==> src/rtl/riscv_pkg.sv <==
// Shared RISC-V core types: ALU op codes, forwarding selects, EX control bundle.
// Latency: n/a (types and constants only).
// Backpressure: n/a.
package riscv_pkg;

    localparam int ALU_OP_W = 4;

    localparam logic [ALU_OP_W-1:0] ALU_AND = 4'b0000;
    localparam logic [ALU_OP_W-1:0] ALU_OR  = 4'b0001;
    localparam logic [ALU_OP_W-1:0] ALU_ADD = 4'b0010;
    localparam logic [ALU_OP_W-1:0] ALU_SUB = 4'b0101;
    localparam logic [ALU_OP_W-1:0] ALU_EQ  = 4'b1000;
    localparam logic [ALU_OP_W-1:0] ALU_NE  = 4'b1001;
    localparam logic [ALU_OP_W-1:0] ALU_LT  = 4'b1010;
    localparam logic [ALU_OP_W-1:0] ALU_GE  = 4'b1011;
    localparam logic [ALU_OP_W-1:0] ALU_XOR = 4'b1100;

    // Source of an ALU operand in EX: register-file copy, EX/MEM result or MEM/WB result.
    typedef enum logic [1:0] {
        FWD_REG = 2'd0,
        FWD_EXM = 2'd1,
        FWD_MWB = 2'd2
    } fwd_sel_e;

    typedef struct packed {
        logic                reg_write;
        logic                mem_read;
        logic                mem_write;
        logic                mem_to_reg;
        logic                alu_src;
        logic [ALU_OP_W-1:0] alu_op;
    } ex_ctrl_t;

    // Control word of a bubble: nothing is written, ALU does a harmless ADD.
    localparam ex_ctrl_t EX_CTRL_BUBBLE = '{
        reg_write:  1'b0,
        mem_read:   1'b0,
        mem_write:  1'b0,
        mem_to_reg: 1'b0,
        alu_src:    1'b0,
        alu_op:     ALU_ADD
    };

endpackage

==> src/rtl/forward_unit.sv <==
// Picks the operand source for rs1/rs2 in EX from the EX/MEM and MEM/WB writers.
// Latency: purely combinational.
// Backpressure: none; follows its inputs every cycle.
import riscv_pkg::*;

module forward_unit #(
    parameter int REG_ADDR = 5
) (
    input  logic [REG_ADDR-1:0] rs1,
    input  logic [REG_ADDR-1:0] rs2,
    input  logic                exm_reg_write,
    input  logic [REG_ADDR-1:0] exm_rd,
    input  logic                mwb_reg_write,
    input  logic [REG_ADDR-1:0] mwb_rd,
    output fwd_sel_e            fwd_a,
    output fwd_sel_e            fwd_b
);

    logic exm_hit_a;
    logic exm_hit_b;
    logic mwb_hit_a;
    logic mwb_hit_b;

    // Match each operand against both writers; x0 is never a forwarding target.
    always_comb begin
        exm_hit_a = exm_reg_write && (exm_rd != '0) && (exm_rd == rs1);
        exm_hit_b = exm_reg_write && (exm_rd != '0) && (exm_rd == rs2);
        mwb_hit_a = mwb_reg_write && (mwb_rd != '0) && (mwb_rd == rs1);
        mwb_hit_b = mwb_reg_write && (mwb_rd != '0) && (mwb_rd == rs2);
    end

    // The younger EX/MEM result wins over MEM/WB.
    always_comb begin
        fwd_a = FWD_REG;
        fwd_b = FWD_REG;
        if (exm_hit_a) begin
            fwd_a = FWD_EXM;
        end else if (mwb_hit_a) begin
            fwd_a = FWD_MWB;
        end
        if (exm_hit_b) begin
            fwd_b = FWD_EXM;
        end else if (mwb_hit_b) begin
            fwd_b = FWD_MWB;
        end
    end

endmodule

==> src/rtl/id_ex_stage.sv <==
// ID/EX pipeline register with operand forwarding and load-use stall generation.
// Latency: one cycle ID -> ex_*/Operation; SrcA/SrcB follow forwarding inputs combinationally.
// Backpressure: ex_stall holds every register; id_stall asks decode/fetch to hold for one bubble.
import riscv_pkg::*;

module id_ex_stage #(
    parameter int DATA_WIDTH    = 32,
    parameter int OPCODE_LENGTH = 4,
    parameter int REG_ADDR      = 5
) (
    input  logic                     clk,
    input  logic                     reset_n,
    input  logic                     id_valid,
    input  logic [REG_ADDR-1:0]      id_rs1,
    input  logic [REG_ADDR-1:0]      id_rs2,
    input  logic [REG_ADDR-1:0]      id_rd,
    input  logic [DATA_WIDTH-1:0]    id_rs1_data,
    input  logic [DATA_WIDTH-1:0]    id_rs2_data,
    input  logic [DATA_WIDTH-1:0]    id_imm,
    input  logic [DATA_WIDTH-1:0]    id_pc,
    input  logic [OPCODE_LENGTH-1:0] id_alu_op,
    input  logic                     id_alu_src,
    input  logic                     id_reg_write,
    input  logic                     id_mem_read,
    input  logic                     id_mem_write,
    input  logic                     id_mem_to_reg,
    input  logic                     exm_reg_write,
    input  logic [REG_ADDR-1:0]      exm_rd,
    input  logic [DATA_WIDTH-1:0]    exm_result,
    input  logic                     mwb_reg_write,
    input  logic [REG_ADDR-1:0]      mwb_rd,
    input  logic [DATA_WIDTH-1:0]    mwb_result,
    input  logic                     flush,
    input  logic                     ex_stall,
    output logic                     id_stall,
    output logic [DATA_WIDTH-1:0]    SrcA,
    output logic [DATA_WIDTH-1:0]    SrcB,
    output logic [OPCODE_LENGTH-1:0] Operation,
    output logic                     ex_valid,
    output logic                     ex_reg_write,
    output logic                     ex_mem_read,
    output logic                     ex_mem_write,
    output logic                     ex_mem_to_reg,
    output logic [REG_ADDR-1:0]      ex_rd,
    output logic [DATA_WIDTH-1:0]    ex_pc,
    output logic [DATA_WIDTH-1:0]    ex_store_data
);

    logic                  valid_q,    valid_d;
    ex_ctrl_t              ctrl_q,     ctrl_d;
    logic [REG_ADDR-1:0]   rd_q,       rd_d;
    logic [REG_ADDR-1:0]   rs1_q,      rs1_d;
    logic [REG_ADDR-1:0]   rs2_q,      rs2_d;
    logic [DATA_WIDTH-1:0] rs1_data_q, rs1_data_d;
    logic [DATA_WIDTH-1:0] rs2_data_q, rs2_data_d;
    logic [DATA_WIDTH-1:0] imm_q,      imm_d;
    logic [DATA_WIDTH-1:0] pc_q,       pc_d;

    logic                  load_use;
    logic [DATA_WIDTH-1:0] rs1_cap;
    logic [DATA_WIDTH-1:0] rs2_cap;
    ex_ctrl_t              id_ctrl;
    fwd_sel_e              fwd_a;
    fwd_sel_e              fwd_b;
    logic [DATA_WIDTH-1:0] fwd_rs1;
    logic [DATA_WIDTH-1:0] fwd_rs2;

    // Load in EX whose destination is read by the instruction in ID; a flush kills the consumer anyway.
    always_comb begin
        load_use = valid_q && ctrl_q.mem_read && (rd_q != '0) && id_valid &&
                   ((rd_q == id_rs1) || (rd_q == id_rs2));
        id_stall = load_use && !flush;
    end

    // Capture-time bypass: a value written back this very cycle is not yet visible in the register file read.
    always_comb begin
        rs1_cap = id_rs1_data;
        rs2_cap = id_rs2_data;
        if (mwb_reg_write && (mwb_rd != '0) && (mwb_rd == id_rs1)) begin
            rs1_cap = mwb_result;
        end
        if (mwb_reg_write && (mwb_rd != '0) && (mwb_rd == id_rs2)) begin
            rs2_cap = mwb_result;
        end
        id_ctrl = '{
            reg_write:  id_reg_write,
            mem_read:   id_mem_read,
            mem_write:  id_mem_write,
            mem_to_reg: id_mem_to_reg,
            alu_src:    id_alu_src,
            alu_op:     ALU_OP_W'(id_alu_op)
        };
    end

    // Next register contents: hold on ex_stall, bubble on flush/stall/empty slot, else capture ID.
    always_comb begin
        valid_d    = valid_q;
        ctrl_d     = ctrl_q;
        rd_d       = rd_q;
        rs1_d      = rs1_q;
        rs2_d      = rs2_q;
        rs1_data_d = rs1_data_q;
        rs2_data_d = rs2_data_q;
        imm_d      = imm_q;
        pc_d       = pc_q;
        if (!ex_stall) begin
            if (flush || id_stall || !id_valid) begin
                valid_d    = 1'b0;
                ctrl_d     = EX_CTRL_BUBBLE;
                rd_d       = '0;
                rs1_d      = '0;
                rs2_d      = '0;
                rs1_data_d = '0;
                rs2_data_d = '0;
                imm_d      = '0;
                pc_d       = '0;
            end else begin
                valid_d    = 1'b1;
                ctrl_d     = id_ctrl;
                rd_d       = id_rd;
                rs1_d      = id_rs1;
                rs2_d      = id_rs2;
                rs1_data_d = rs1_cap;
                rs2_data_d = rs2_cap;
                imm_d      = id_imm;
                pc_d       = id_pc;
            end
        end
    end

    // Stage registers; reset clears to a bubble asynchronously.
    always_ff @(posedge clk or negedge reset_n) begin
        if (!reset_n) begin
            valid_q    <= 1'b0;
            ctrl_q     <= EX_CTRL_BUBBLE;
            rd_q       <= '0;
            rs1_q      <= '0;
            rs2_q      <= '0;
            rs1_data_q <= '0;
            rs2_data_q <= '0;
            imm_q      <= '0;
            pc_q       <= '0;
        end else begin
            valid_q    <= valid_d;
            ctrl_q     <= ctrl_d;
            rd_q       <= rd_d;
            rs1_q      <= rs1_d;
            rs2_q      <= rs2_d;
            rs1_data_q <= rs1_data_d;
            rs2_data_q <= rs2_data_d;
            imm_q      <= imm_d;
            pc_q       <= pc_d;
        end
    end

    forward_unit #(
        .REG_ADDR (REG_ADDR)
    ) u_forward_unit (
        .rs1           (rs1_q),
        .rs2           (rs2_q),
        .exm_reg_write (exm_reg_write),
        .exm_rd        (exm_rd),
        .mwb_reg_write (mwb_reg_write),
        .mwb_rd        (mwb_rd),
        .fwd_a         (fwd_a),
        .fwd_b         (fwd_b)
    );

    // Operand muxes driven by the forward unit's selects.
    always_comb begin
        fwd_rs1 = rs1_data_q;
        fwd_rs2 = rs2_data_q;
        case (fwd_a)
            FWD_EXM: fwd_rs1 = exm_result;
            FWD_MWB: fwd_rs1 = mwb_result;
            default: fwd_rs1 = rs1_data_q;
        endcase
        case (fwd_b)
            FWD_EXM: fwd_rs2 = exm_result;
            FWD_MWB: fwd_rs2 = mwb_result;
            default: fwd_rs2 = rs2_data_q;
        endcase
    end

    // ALU operands and register-sourced outputs.
    always_comb begin
        SrcA          = fwd_rs1;
        SrcB          = ctrl_q.alu_src ? imm_q : fwd_rs2;
        ex_store_data = fwd_rs2;
        Operation     = OPCODE_LENGTH'(ctrl_q.alu_op);
        ex_valid      = valid_q;
        ex_reg_write  = ctrl_q.reg_write;
        ex_mem_read   = ctrl_q.mem_read;
        ex_mem_write  = ctrl_q.mem_write;
        ex_mem_to_reg = ctrl_q.mem_to_reg;
        ex_rd         = rd_q;
        ex_pc         = pc_q;
    end

endmodule

==> config.mk <==
export PLATFORM = sky130hd
export DESIGN_NAME = id_ex_stage
export DESIGN_NICKNAME = d
export VERILOG_FILES = /design/src/rtl/riscv_pkg.sv /design/src/rtl/forward_unit.sv /design/src/rtl/id_ex_stage.sv
export SDC_FILE = /design/constraint.sdc
export NUM_CORES = 1
export LEC_CHECK = 0
export CORE_UTILIZATION = 35
export DETAILED_ROUTE_END_ITERATION = 6
export GPL_ROUTABILITY_DRIVEN = 0
export MAX_ROUTING_LAYER = met4
export PLACE_DENSITY = 0.68
export SLEW_MARGIN = 0
export SYNTH_ARGS = -nofsm -noshare
export SYNTH_HDL_FRONTEND = slang
export SYNTH_SLANG_ARGS = --single-unit
==> constraint.sdc <==
create_clock -name clk -period 3.5 [get_ports clk]
set_input_delay 0.7 -clock clk [delete_from_list [all_inputs] [get_ports clk]]
set_output_delay 0.7 -clock clk [all_outputs]
set_load 0.005 [all_outputs]
==> impl_metrics.yaml, run 1 <==
sta:
  drv_slew: 0
  max_freq_ghz: 0.290
  worst_pin_slew_ns: 0.767
  hold_viol_final: 0
  min_period_over_period: 0.986
  period_needed_ns: 3.45
  fin_skew_ns: 0.0199
  relSlewSlack: 0.489
  rsz0062_at_grt: "yes"
  setup_viol: 0
synth:
  yosys.area.top_type_share: 0.431
  ys_seq_area_frac: 0.434
  synth_cells: 881
  ys_top_cells_by_area: "dfrtp_1 (43%), mux2i_1 (11%), a22o_1 (8.6%)"
  yosysTopAreaCell: "dfrtp_1"
  synth_nets: 1114
  ys_ff_latch: 153
  syn_area_sq_um: 8820
  ys_warn_count: 0
  synth_cell_types: 37
  avgSynthCellArea_sq_um: 10.0
detailed_routing:
  vias_per_cell: 5.28
  drtAntennaViolNets: 0
  drtIter0Drc: 556
  wire_per_inst_microns: 21.4
  drc: 0
  drt-total-wl_microns: 35500
  first_pass_iters: 5
  num_vias: 8749
power_and_ir_drop:
  p_leak_nw: 6.33
  power.density_nw_per_um2: 348
  vdd_drop_max_mv: 0.207
  p_total_mw: 5.09
floorplan:
  initial_core_util: 0.359
  die_y_microns: 161
  io-pin-count: 376
  num_rows: 57
  die_x_microns: 161
  core-area_sq_um: 24500
  dieArea_sq_um: 25800
global_routing:
  grt_pass1_wl_microns: 54100
  antenna_found_initial: 0
  grt_use_total: 0.284
  grt-ovfl-total: 0
  grt_pass1_vias: 9110
  grt_max_degree: 77
critical_path:
  regToRegSetupSlack_ns: 1.17
  critPathLaunchType: "input port"
  critPathKind: "in2out"
  required_ns: 2.80
  cp.arrival_ns: 2.75
  end_kind: "primary output"
  crit_fanout: 7
finish:
  layout_commonest_cell: "clkdlybuf4s50_1"
  final_cell_mix: "clkdlybuf4s50_1 (266), dfrtp_1 (151), nand2_1 (129), mux2i_1 (96), buf_4 (88)"
  area_growth_pct: 66.1
  drive_gt1_frac: 0.203
  multi_input_area_sq_um: 4920
  fillCellCount: 2134
  nets: 1552
  final_area_sq_um: 14600
  seqCellArea_sq_um: 3830
  post-route-util: 0.597
  antenna_cells: 0
placed_design:
  dpl_cell_area_sq_um: 13300
  port-buffer-count: 375
  hpwl_microns: 23800
clock_tree:
  clock_sinks: 153
  cts-root-buf: "clkbuf_16"
  cts_buffers: 17
  cts_tree: "built"
  clock_latency_ns: 0.43
  htree_levels: 4
  cts_buffer_depth: 2
  clk_pin_slew_ns: 0.07
worst_hold_path:
  min_path_type: "in2async"
run:
  drv_cap: 0
run_status:
  outcome: "finished, final reports clean"
[critical path, stage by stage]
cell and delay [ns]:
buf_6 0.10, or4_4 0.55, buf_4 0.15, o21a_4 0.25, buf_12 0.14, and4_1 0.22, a211oi_4 0.26, nor2_1 0.10
dlygate4sd2_1 0.28
[synthesized netlist by cell type]
| cell type | number |
|---|---|
| o21ai_1 | 22 |
| and2_1 | 1 |
| and4_1 | 10 |
| dfrtp_1 | 152 |
| o31a_1 | 23 |
| o21ai_0 | 75 |
| a22o_1 | 87 |
| a22oi_1 | 1 |
| a211oi_2 | 21 |
| inv_1 | 1 |
| a2bb2oi_1 | 1 |
| dfstp_2 | 1 |
| xnor2_1 | 16 |
| clkbuf_1 | 47 |
| nor4_4 | 3 |
| and3_1 | 2 |
| or4_4 | 1 |
| nor3_1 | 5 |
| o31ai_1 | 12 |
| buf_4 | 4 |
| nor3b_1 | 1 |
| o31ai_2 | 20 |
| nand3_1 | 5 |
| buf_2 | 17 |
| or4_1 | 2 |
| xor2_1 | 24 |
| o21ai_4 | 1 |
| nor3_4 | 1 |
| mux2i_1 | 96 |
| buf_6 | 14 |
| o2111ai_1 | 1 |
| buf_1 | 1 |
| o21a_1 | 3 |
| nand3_2 | 1 |
| nor2_1 | 67 |
| a211oi_1 | 11 |
| nand2_1 | 131 |
[power by group]
part | internal [mW] | leakage [nW] | switching (mW)
clock network | 1.09 | 0.301 | 0.881
registers | 1.87 | 2.06 | 0.0734
logic | 0.666 | 3.97 | 0.517
total | 3.62 | 6.33 | 1.47
[kinds of logic (layout without fill, tap and decap cells)]
| logic type | after synthesis | in the layout | share of synthesized area |
|---|---|---|---|
| xor gates and xnor gates | 40 | 40 | 0.0397 |
| AOI/OAI and AO/OA | 278 | 278 | 0.249 |
| muxes | 96 | 96 | 0.109 |
| DFF | 153 | 153 | 0.434 |
| buffers and inverters | 84 | 534 | 0.0518 |
| and+or+nand+nor | 230 | 231 | 0.116 |
[metal layers]
metal,vias to the layer above,GRT usage,part of all wire
met5,-,-,0
met4,0,0.0746,0.017
met1,4286,0.359,0.43
li1,4063,-,-
met3,42,0.0493,0.063
met2,358,0.468,0.49
[what timing repair did]
item | CTS | global route
pin swaps | 37 | 33
buffers inserted | 49 | 2
endpoints found under the setup margin | 96 | 59
hold buffers | 0 | 0
gates cloned | 6 | 0
resized for setup | 239 | 35
[layout make-up]
cell class / count / share of cell area
multi-input combinational: 645 / 0.336
inverter: 1 / 0.000256
timing repair buffer: 501 / 0.334
tap: 324 / 0.0277
clock inverter: 15 / 0.0120
sequential: 153 / 0.262
clock buffer: 17 / 0.0290
[metrics by stage]
stage	cells	worst slack (ns)	setup TNS, ns	hold slack (ns)
after floorplan	881	0.450	0	0.404
after global placement	1570	-0.877	-58.53	0.451
after detailed placement	1570	-0.883	-62.14	0.455
after CTS	1656	-0.0472	-0.219	0.326
after global routing	1656	-0.0125	-0.0200	0.344
final	1656	0.0487	0	0.271
[worst paths after layout]
check | endpoint | cells past startpoint | from
worst max-delay path | ex_store_data[2] | 9 | mwb_rd[3]
worst min-delay path | imm_q[23] | 1 | reset_n
worst max register to register | imm_q[24] | 5 | ex_rd[1]
worst min register to register | Operation[1] | 2 | Operation[1]
max in group asynchronous | ctrl_q[4] | 2 | reset_n
min in group clk | Operation[1] | 2 | Operation[1]
Power figures use the tool's default switching activity.
==> run 2: changes to the inputs <==
--- a/config.mk
+++ b/config.mk
@@ -5,6 +5,7 @@
 export SDC_FILE = /design/constraint.sdc
 export NUM_CORES = 1
 export LEC_CHECK = 0
+export CORE_MARGIN = 1
 export CORE_UTILIZATION = 35
 export DETAILED_ROUTE_END_ITERATION = 6
 export GPL_ROUTABILITY_DRIVEN = 0
==> results of run 2 <==
Same layout as run 1: the final DEF is identical, and so are final timing and power.
